[src/rtl/a2bus_event_fifo.sv]
// a2bus_event_fifo: address-filtered show-ahead event FIFO behind the Apple II bus interface.
// Define A2BUS_EVENT_FIFO_TIMESTAMP_EN to add a per-entry bus-cycle timestamp (bus_cycle_i / ev_ts_o).
module a2bus_event_fifo #(
    parameter int          DEPTH         = 16,
    parameter logic [15:0] ADDR_MATCH    = 16'hC000,
    parameter logic [15:0] ADDR_MASK     = 16'hFF00,
    parameter bit          CAPTURE_READS = 1'b0
) (
    input  logic                     clk_logic_i,
    input  logic                     system_reset_n_i,
    input  logic [15:0]              bus_addr_i,
    input  logic [7:0]               bus_data_i,
    input  logic                     bus_rw_n_i,
    input  logic                     bus_strobe_i,
    input  logic                     flush_i,
    output logic                     ev_valid_o,
    input  logic                     ev_ready_i,
    output logic [15:0]              ev_addr_o,
    output logic [7:0]               ev_data_o,
    output logic                     ev_rw_n_o,
    output logic [$clog2(DEPTH):0]   count_o,
    output logic                     overflow_o,
    output logic [7:0]               drop_count_o,
`ifdef A2BUS_EVENT_FIFO_TIMESTAMP_EN
    input  logic                     bus_cycle_i,
    output logic [15:0]              ev_ts_o,
`endif
    input  logic                     clear_overflow_i
);
    localparam int AW = $clog2(DEPTH);
    localparam int CW = AW + 1;
`ifdef A2BUS_EVENT_FIFO_TIMESTAMP_EN
    localparam int EW = 41;
`else
    localparam int EW = 25;
`endif

    logic [EW-1:0] mem_q [DEPTH];
    logic [AW-1:0] wr_ptr_q, wr_ptr_d, rd_ptr_q, rd_ptr_d;
    logic [CW-1:0] count_q, count_d;
    logic          overflow_q, overflow_d;
    logic [7:0]    drop_count_q, drop_count_d;
    logic          hit, pop, full, push, drop;
    logic [EW-1:0] entry, head;

`ifdef A2BUS_EVENT_FIFO_TIMESTAMP_EN
    logic [15:0] ts_q, ts_d;
    // Entries capture the pre-increment count when a cycle pulse coincides with the push
    assign ts_d  = bus_cycle_i ? ts_q + 16'd1 : ts_q;
    assign entry = {ts_q, bus_addr_i, bus_data_i, bus_rw_n_i};
    assign ev_ts_o = head[40:25];
    always_ff @(posedge clk_logic_i or negedge system_reset_n_i)
        if (!system_reset_n_i) ts_q <= '0;
        else ts_q <= ts_d;
`else
    assign entry = {bus_addr_i, bus_data_i, bus_rw_n_i};
`endif

    always_comb begin
        hit  = bus_strobe_i && ((bus_addr_i & ADDR_MASK) == (ADDR_MATCH & ADDR_MASK))
               && (!bus_rw_n_i || CAPTURE_READS);
        pop  = (count_q != '0) && ev_ready_i;
        full = count_q == CW'(DEPTH);
        push = hit && !flush_i && (!full || pop);
        drop = hit && !flush_i && full && !pop;
        wr_ptr_d = flush_i ? '0 : push ? wr_ptr_q + AW'(1) : wr_ptr_q;
        rd_ptr_d = flush_i ? '0 : pop ? rd_ptr_q + AW'(1) : rd_ptr_q;
        count_d  = flush_i ? '0 : count_q + CW'(push) - CW'(pop);
        overflow_d   = drop || (overflow_q && !clear_overflow_i);
        drop_count_d = clear_overflow_i ? {7'd0, drop}
                     : (drop && drop_count_q != 8'hFF) ? drop_count_q + 8'd1 : drop_count_q;
    end

    always_ff @(posedge clk_logic_i or negedge system_reset_n_i)
        if (!system_reset_n_i) begin
            wr_ptr_q     <= '0;
            rd_ptr_q     <= '0;
            count_q      <= '0;
            overflow_q   <= 1'b0;
            drop_count_q <= '0;
        end else begin
            wr_ptr_q     <= wr_ptr_d;
            rd_ptr_q     <= rd_ptr_d;
            count_q      <= count_d;
            overflow_q   <= overflow_d;
            drop_count_q <= drop_count_d;
        end

    always_ff @(posedge clk_logic_i)
        if (push) mem_q[wr_ptr_q] <= entry;

    assign head = mem_q[rd_ptr_q];
    assign {ev_addr_o, ev_data_o, ev_rw_n_o} = head[24:0];
    assign ev_valid_o   = count_q != '0;
    assign count_o      = count_q;
    assign overflow_o   = overflow_q;
    assign drop_count_o = drop_count_q;
endmodule

[config.mk]
export PLATFORM = sky130hd
export DESIGN_NAME = a2bus_event_fifo
export DESIGN_NICKNAME = d
export VERILOG_FILES = /design/src/rtl/a2bus_event_fifo.sv
export SDC_FILE = /design/constraint.sdc
export NUM_CORES = 1
export LEC_CHECK = 0
export BUFFER_PORTS_ARGS = -buffer_cell sky130_fd_sc_hd__buf_2
export CAP_MARGIN = 10
export CORE_ASPECT_RATIO = 0.9
export CORE_UTILIZATION = 40
export CTS_CLUSTER_DIAMETER = 50
export DETAILED_ROUTE_END_ITERATION = 8
export PLACE_DENSITY = 0.61
export SLEW_MARGIN = 20
export SYNTH_ARGS = -nofsm -noshare
export SYNTH_HDL_FRONTEND = slang
export SYNTH_SLANG_ARGS = --single-unit
[constraint.sdc]
create_clock -name clk_logic_i -period 7.6 [get_ports clk_logic_i]
set_clock_uncertainty 0.2 [all_clocks]
set_input_delay 1.9 -clock clk_logic_i [delete_from_list [all_inputs] [get_ports clk_logic_i]]
set_output_delay 1.9 -clock clk_logic_i [all_outputs]
set_load 0.01 [all_outputs]
== Yosys cells after proc, flatten, opt, wreduce, memory -nomap -nowiden ==
Memories as Yosys holds them, arrays and structs flattened.
Index checks and enable logic that the tools add are counted.

* Add/subtract/negate cells: 5
* Equality and inequality tests: 3
* Mux-type cells: 9
* Reduce and logical (&&, ||, !) cells: 20

{| class="wikitable"
|+ Operator list
! operator !! number
|-
| 2-to-1 mux 4 bit || 4
|-
| 2-to-1 mux 8 bit || 2
|-
| logical AND 1 bit || 9
|-
| adder 4 x 1 -> 4 bit (second input constant) || 2
|-
| adder 8 x 1 -> 8 bit (second input constant) || 1
|-
| equality test 8 bit (second input constant) || 1
|-
| != test 8 bit (second input constant) || 1
|-
| nonzero test 2 bit || 3
|-
| adder 5 x 1 -> 5 bit || 1
|-
| equality test 5 bit (second input constant) || 1
|-
| zero test 1 bit || 5
|-
| 2-to-1 mux 5 bit || 1
|-
| nonzero test 5 bit || 1
|-
| subtractor 5 x 1 -> 5 bit || 1
|-
| logical OR 1 bit || 2
|-
| 2-to-1 mux 1 bit || 2
|}

* Flip-flop bits (word level): 22
* RAM bits: 400
* Input port bits: 31
* Output and inout bits: 40
* Word-level logic and storage cells: 43
* Memories: 1

{| class="wikitable"
|+ Memories
! name !! words !! width !! read ports !! clocked after memory_dff !! write ports !! line !! text
|-
| mem_q || 16 || 25 || 1 || 0 || 1 || 38 || <nowiki>logic [EW-1:0] mem_q [DEPTH];</nowiki>
|}

== Logic depth before layout (Yosys ltp) ==
* Depth in word-level cells: 9
* Depth in mapped cells: 15
* Mapped depth without buffers: 14

== Least setup slack after synthesis ==
OpenSTA, ideal clock, no wires.

* Path kind: input port to flip-flop
* Start: in bus_addr_i[11]
* End: mem mem_q[2][0], enable pin
* Library setup time: 0.470 ns
* Arrival: 5.178 ns
* Required time: 6.930 ns
* Setup slack: 1.752 ns
* Stages: 5
* Buffers on the path: 1
* Cells stage by stage: nor4_2 o2111a_1 inv_1 buf_2 nor4_1

* Longest elaborated chain between the ends: 7

{| class="wikitable"
|+ RTL lines
! what !! line !! text
|-
| start: declaration || 11 || <nowiki>input logic [15:0] bus_addr_i,</nowiki>
|-
| equality test 8 bit || 60 || <nowiki>hit = bus_strobe_i && ((bus_addr_i & ADDR_MASK) == (ADDR_MATCH & ADDR_MASK))</nowiki>
|-
| logical AND 1 bit || 60 ||
|-
| logical AND 1 bit || 61 || <nowiki>&& (!bus_rw_n_i || CAPTURE_READS);</nowiki>
|-
| logical AND 1 bit (2 in series) || 64 || <nowiki>push = hit && !flush_i && (!full || pop);</nowiki>
|-
| 2-to-1 mux 1 bit || 90 || <nowiki>if (push) mem_q[wr_ptr_q] <= entry;</nowiki>
|-
| 2-to-1 mux 1 bit (not written as such) || 90 ||
|-
| end: declaration || 38 ||
|}

Every way passes these cells.

== Worst setup path after layout ==
* Start: reg rd_ptr_q[0]
* End: out ev_addr_o[5]

* Longest elaborated chain between the ends: 1

{| class="wikitable"
|+ RTL lines
! what !! line !! text
|-
| start: declaration || 39 || <nowiki>logic [AW-1:0] wr_ptr_q, wr_ptr_d, rd_ptr_q, rd_ptr_d;</nowiki>
|-
| start signal: assignment || 83 || <nowiki>rd_ptr_q <= rd_ptr_d;</nowiki>
|-
| memory (16 x 25 bit) || -- ||
|-
| end: declaration || 18 || <nowiki>output logic [15:0] ev_addr_o,</nowiki>
|}

Every way passes these cells.

==> results.json <==
{
  "reg2reg_slack_ns": 4.02,
  "final_layout_size_suffix_gt1_frac": 0.2937,
  "insertion_delay_ns": 0.53,
  "synthSimpleGateAreaFrac": 0.03647,
  "synth_edf_count": 400,
  "firstDrtPassIters": 4,
  "crit_buf_inv": 2,
  "most-common-layout-cells": "edfxtp_1, mux4_2, buf_2",
  "finalCritPeriodShare": 0.7008,
  "crit_type": "reg -> out",
  "intPower_mw": 4.113,
  "synth_compound_area_frac": 0.03227,
  "maxCapViolCount": 0,
  "synth-async-reset-ratio": 0.05213,
  "drt_iter0_markers": 570,
  "yosysSeqAreaShare": 0.7660,
  "cpPeakStageDelay_ns": 0.97,
  "cts_tree": "done",
  "viasPerCell": 5.503,
  "synth_cells": 778,
  "synth_flop_cell": "edfxtp_1",
  "instances_no_fill": 1424,
  "critPathTopFamily": "flip-flops",
  "postRouteAntennaNets": 0,
  "synth_top_area_cell": "edfxtp_1",
  "synth_mux_area_frac": 0.1373,
  "rows": 69,
  "start_util": 0.4103,
  "grt_pass1_wl_um": 51380,
  "n_antenna_cell": 0,
  "final_common_cell": "edfxtp_1",
  "cts_buffers": 44,
  "synth-adder-area-share": 0.01038,
  "endpoint_kind": "output pin",
  "grt_usage": 0.1651,
  "netlist_area_um2": 16400,
  "die_area_um2": 41810,
  "cts_resized": 0,
  "ys_types": 43,
  "p_leak_nw": 5.995,
  "layout_min_cycle_time_ns": 5.326,
  "crit_chain": "buf_12, mux4_2, a22oi_1, nand2_1, buf_2",
  "hold_viol": 0,
  "ctsHoldBuffers": 0,
  "vias": 7836,
  "peakVddDrop_uv": 190.2,
  "cts.clk_slew.worst_paths_ns": 0.06,
  "yosys-top-cells-area": "edfxtp_1, mux4_2, dfrtp_1",
  "grt_max_degree": 66,
  "h-tree-depth": 2,
  "area_growth_pct": 14.43,
  "antenna_found_initial": 0,
  "grt_pass1_vias": 8141,
  "start_kind": "flip-flop",
  "io_pins": 71,
  "core_um2": 39970,
  "switchingPower_mw": 1.294,
  "synth-xor-area-share": 0.002670,
  "setup_tns_ns": 0,
  "finalSetupViolations": 0,
  "powerDensity_nw_per_um2": 288.1,
  "drv_slew": 0,
  "crit_slowest_cell": "dfrtp_4",
  "yosys_warnings": 0,
  "routedWlPerCell_um": 23.91,
  "clkPwrFrac": 0.361,
  "ctsRootBufferMaster": "clkbuf_16",
  "rsz0062_at_grt": "false",
  "cp.arrival_ns": 3.23,
  "ys_ff_latch": 422,
  "drt_wl_total_um": 34040,
  "syn_nets": 822,
  "yosys.area.top_type_share": 0.7324,
  "fmax_ghz": 0.1877,
  "p_seq_frac": 0.491,
  "clkSinkCount": 422,
  "final_area_um2": 18770,
  "syn_avg_cell_area_um2": 21.08,
  "synth_top_family_by_area": "multiplexers",
  "worstPathMaxFanout": 65,
  "comb_power_share": 0.148,
  "outcome": "completed",
  "fillers": 3306,
  "port_buffers": 70,
  "cts_setup_buffers": 0,
  "slew_headroom": 0.3011,
  "clockBufferDepth": 3,
  "worstMarginPinSlew_ns": 1.048,
  "gp_congestion": 0.7282,
  "die_y_um": 194.1,
  "drt_drc_violations_left": 0,
  "place_area_um2": 17420,
  "swShare": 0.2393,
  "dp_hpwl_um": 17620,
  "place_inst": 1347,
  "required_ns": 5.50,
  "final_nets": 908,
  "finalPower_mw": 5.406,
  "grt_overflow": 0,
  "die_w_um": 215.4,
  "worstHoldPathType": "reg -> reg"
}
[registers in the layout, summed over array words and instances, names as in the netlist]
signal	cells
drop_count_o	8
rd_ptr_q	4
wr_ptr_q	4
count_o	5
overflow_o	1
mem_q	400
[cells by family (layout without fill, tap and decap cells)]
logic type / Yosys count / in the layout
AO/OA/AOI/OAI: 76 / 76
buffers and inverters: 59 / 173
flip-flops: 422 / 422
adder cells (fa/ha/maj): 13 / 13
multiplexers: 100 / 100
AND/OR/NAND/NOR: 103 / 103
XOR/XNOR: 5 / 5
[worst min-delay path, delay by kind of cell (launching register included)]
family	cells	cell delay (ns)
buffers and inverters	1	0.05
AO/OA/AOI/OAI	1	0.06
flip-flops	1	0.37
[Yosys cell counts (all sizes together), types with 4 or more instances]
cell	instances
mux4	100
or4	4
and3	4
ha	12
o31ai	5
a21oi	12
and2	9
nor2	12
a22oi	50
nor2b	6
or3	4
dfrtp	22
o21ai	6
buf	18
nor3b	5
nor4	6
edfxtp	400
inv	17
clkbuf	24
nand2	29
nand3	11
xor2	4
nand4	4
[path summary, 6_finish.rpt]
kind                                               end               startpoint  depth (start not counted)
setup / recovery                          ev_addr_o[5]  rd_ptr_q[0]$_DFFE_PN0P_                          5
setup reg to reg                  count_o[4]$_DFF_PN0_     count_o[2]$_DFF_PN0_                         14
hold / removal                    overflow_o$_DFF_PN0_     overflow_o$_DFF_PN0_                          2
hold reg to reg                   overflow_o$_DFF_PN0_     overflow_o$_DFF_PN0_                          2
max in group asynchronous      rd_ptr_q[1]$_DFFE_PN0P_         system_reset_n_i                          1
min in group asynchronous  drop_count_o[0]$_DFFE_PN0P_         system_reset_n_i                          1
[routing by layer]
metal  vias to the layer above  GRT usage  share of wire
met5                         -          0              0
met4                         0    0.04045          0.015
met3                        43    0.03247          0.055
met2                       215     0.2511           0.46
met1                      4174     0.2450           0.47
li1                       3404          -              -
[per-stage QoR]
step / util / hold slack [ns] / worst slack [ns]
2_1_floorplan: - / 0.3143 / 1.752
3_3_place_gp: 0.4354 / 0.3127 / 2.746
3_5_place_dp: 0.4359 / 0.3154 / 2.727
4_1_cts: 0.4680 / 0.3245 / 2.141
5_1_grt: 0.4695 / 0.3444 / 2.035
6_report: 0.4695 / 0.3200 / 2.274
[power by group through the flow]
stage | clock (mW) | combinational [mW] | sequential, mW
after global placement | 0 | 0.817 | 2.71
final | 1.95 | 0.803 | 2.65
after global routing | 2.07 | 0.878 | 2.67
after detailed placement | 0 | 0.821 | 2.71
after CTS | 1.99 | 0.824 | 2.66
after floorplan | 0 | 0.663 | 2.63
[cell type report]
class                      count  area (um2)  share of cell area
sequential                   422       12570              0.6698
multi-input combinational    297        3681              0.1962
clock buffer                  57        1171             0.06241
tap                          532       665.6             0.03547
timing repair buffer          82       503.0             0.02680
clock inverter                17       111.4            0.005934
inverter                      17       63.81            0.003400
(Power assumes the default switching activity.)
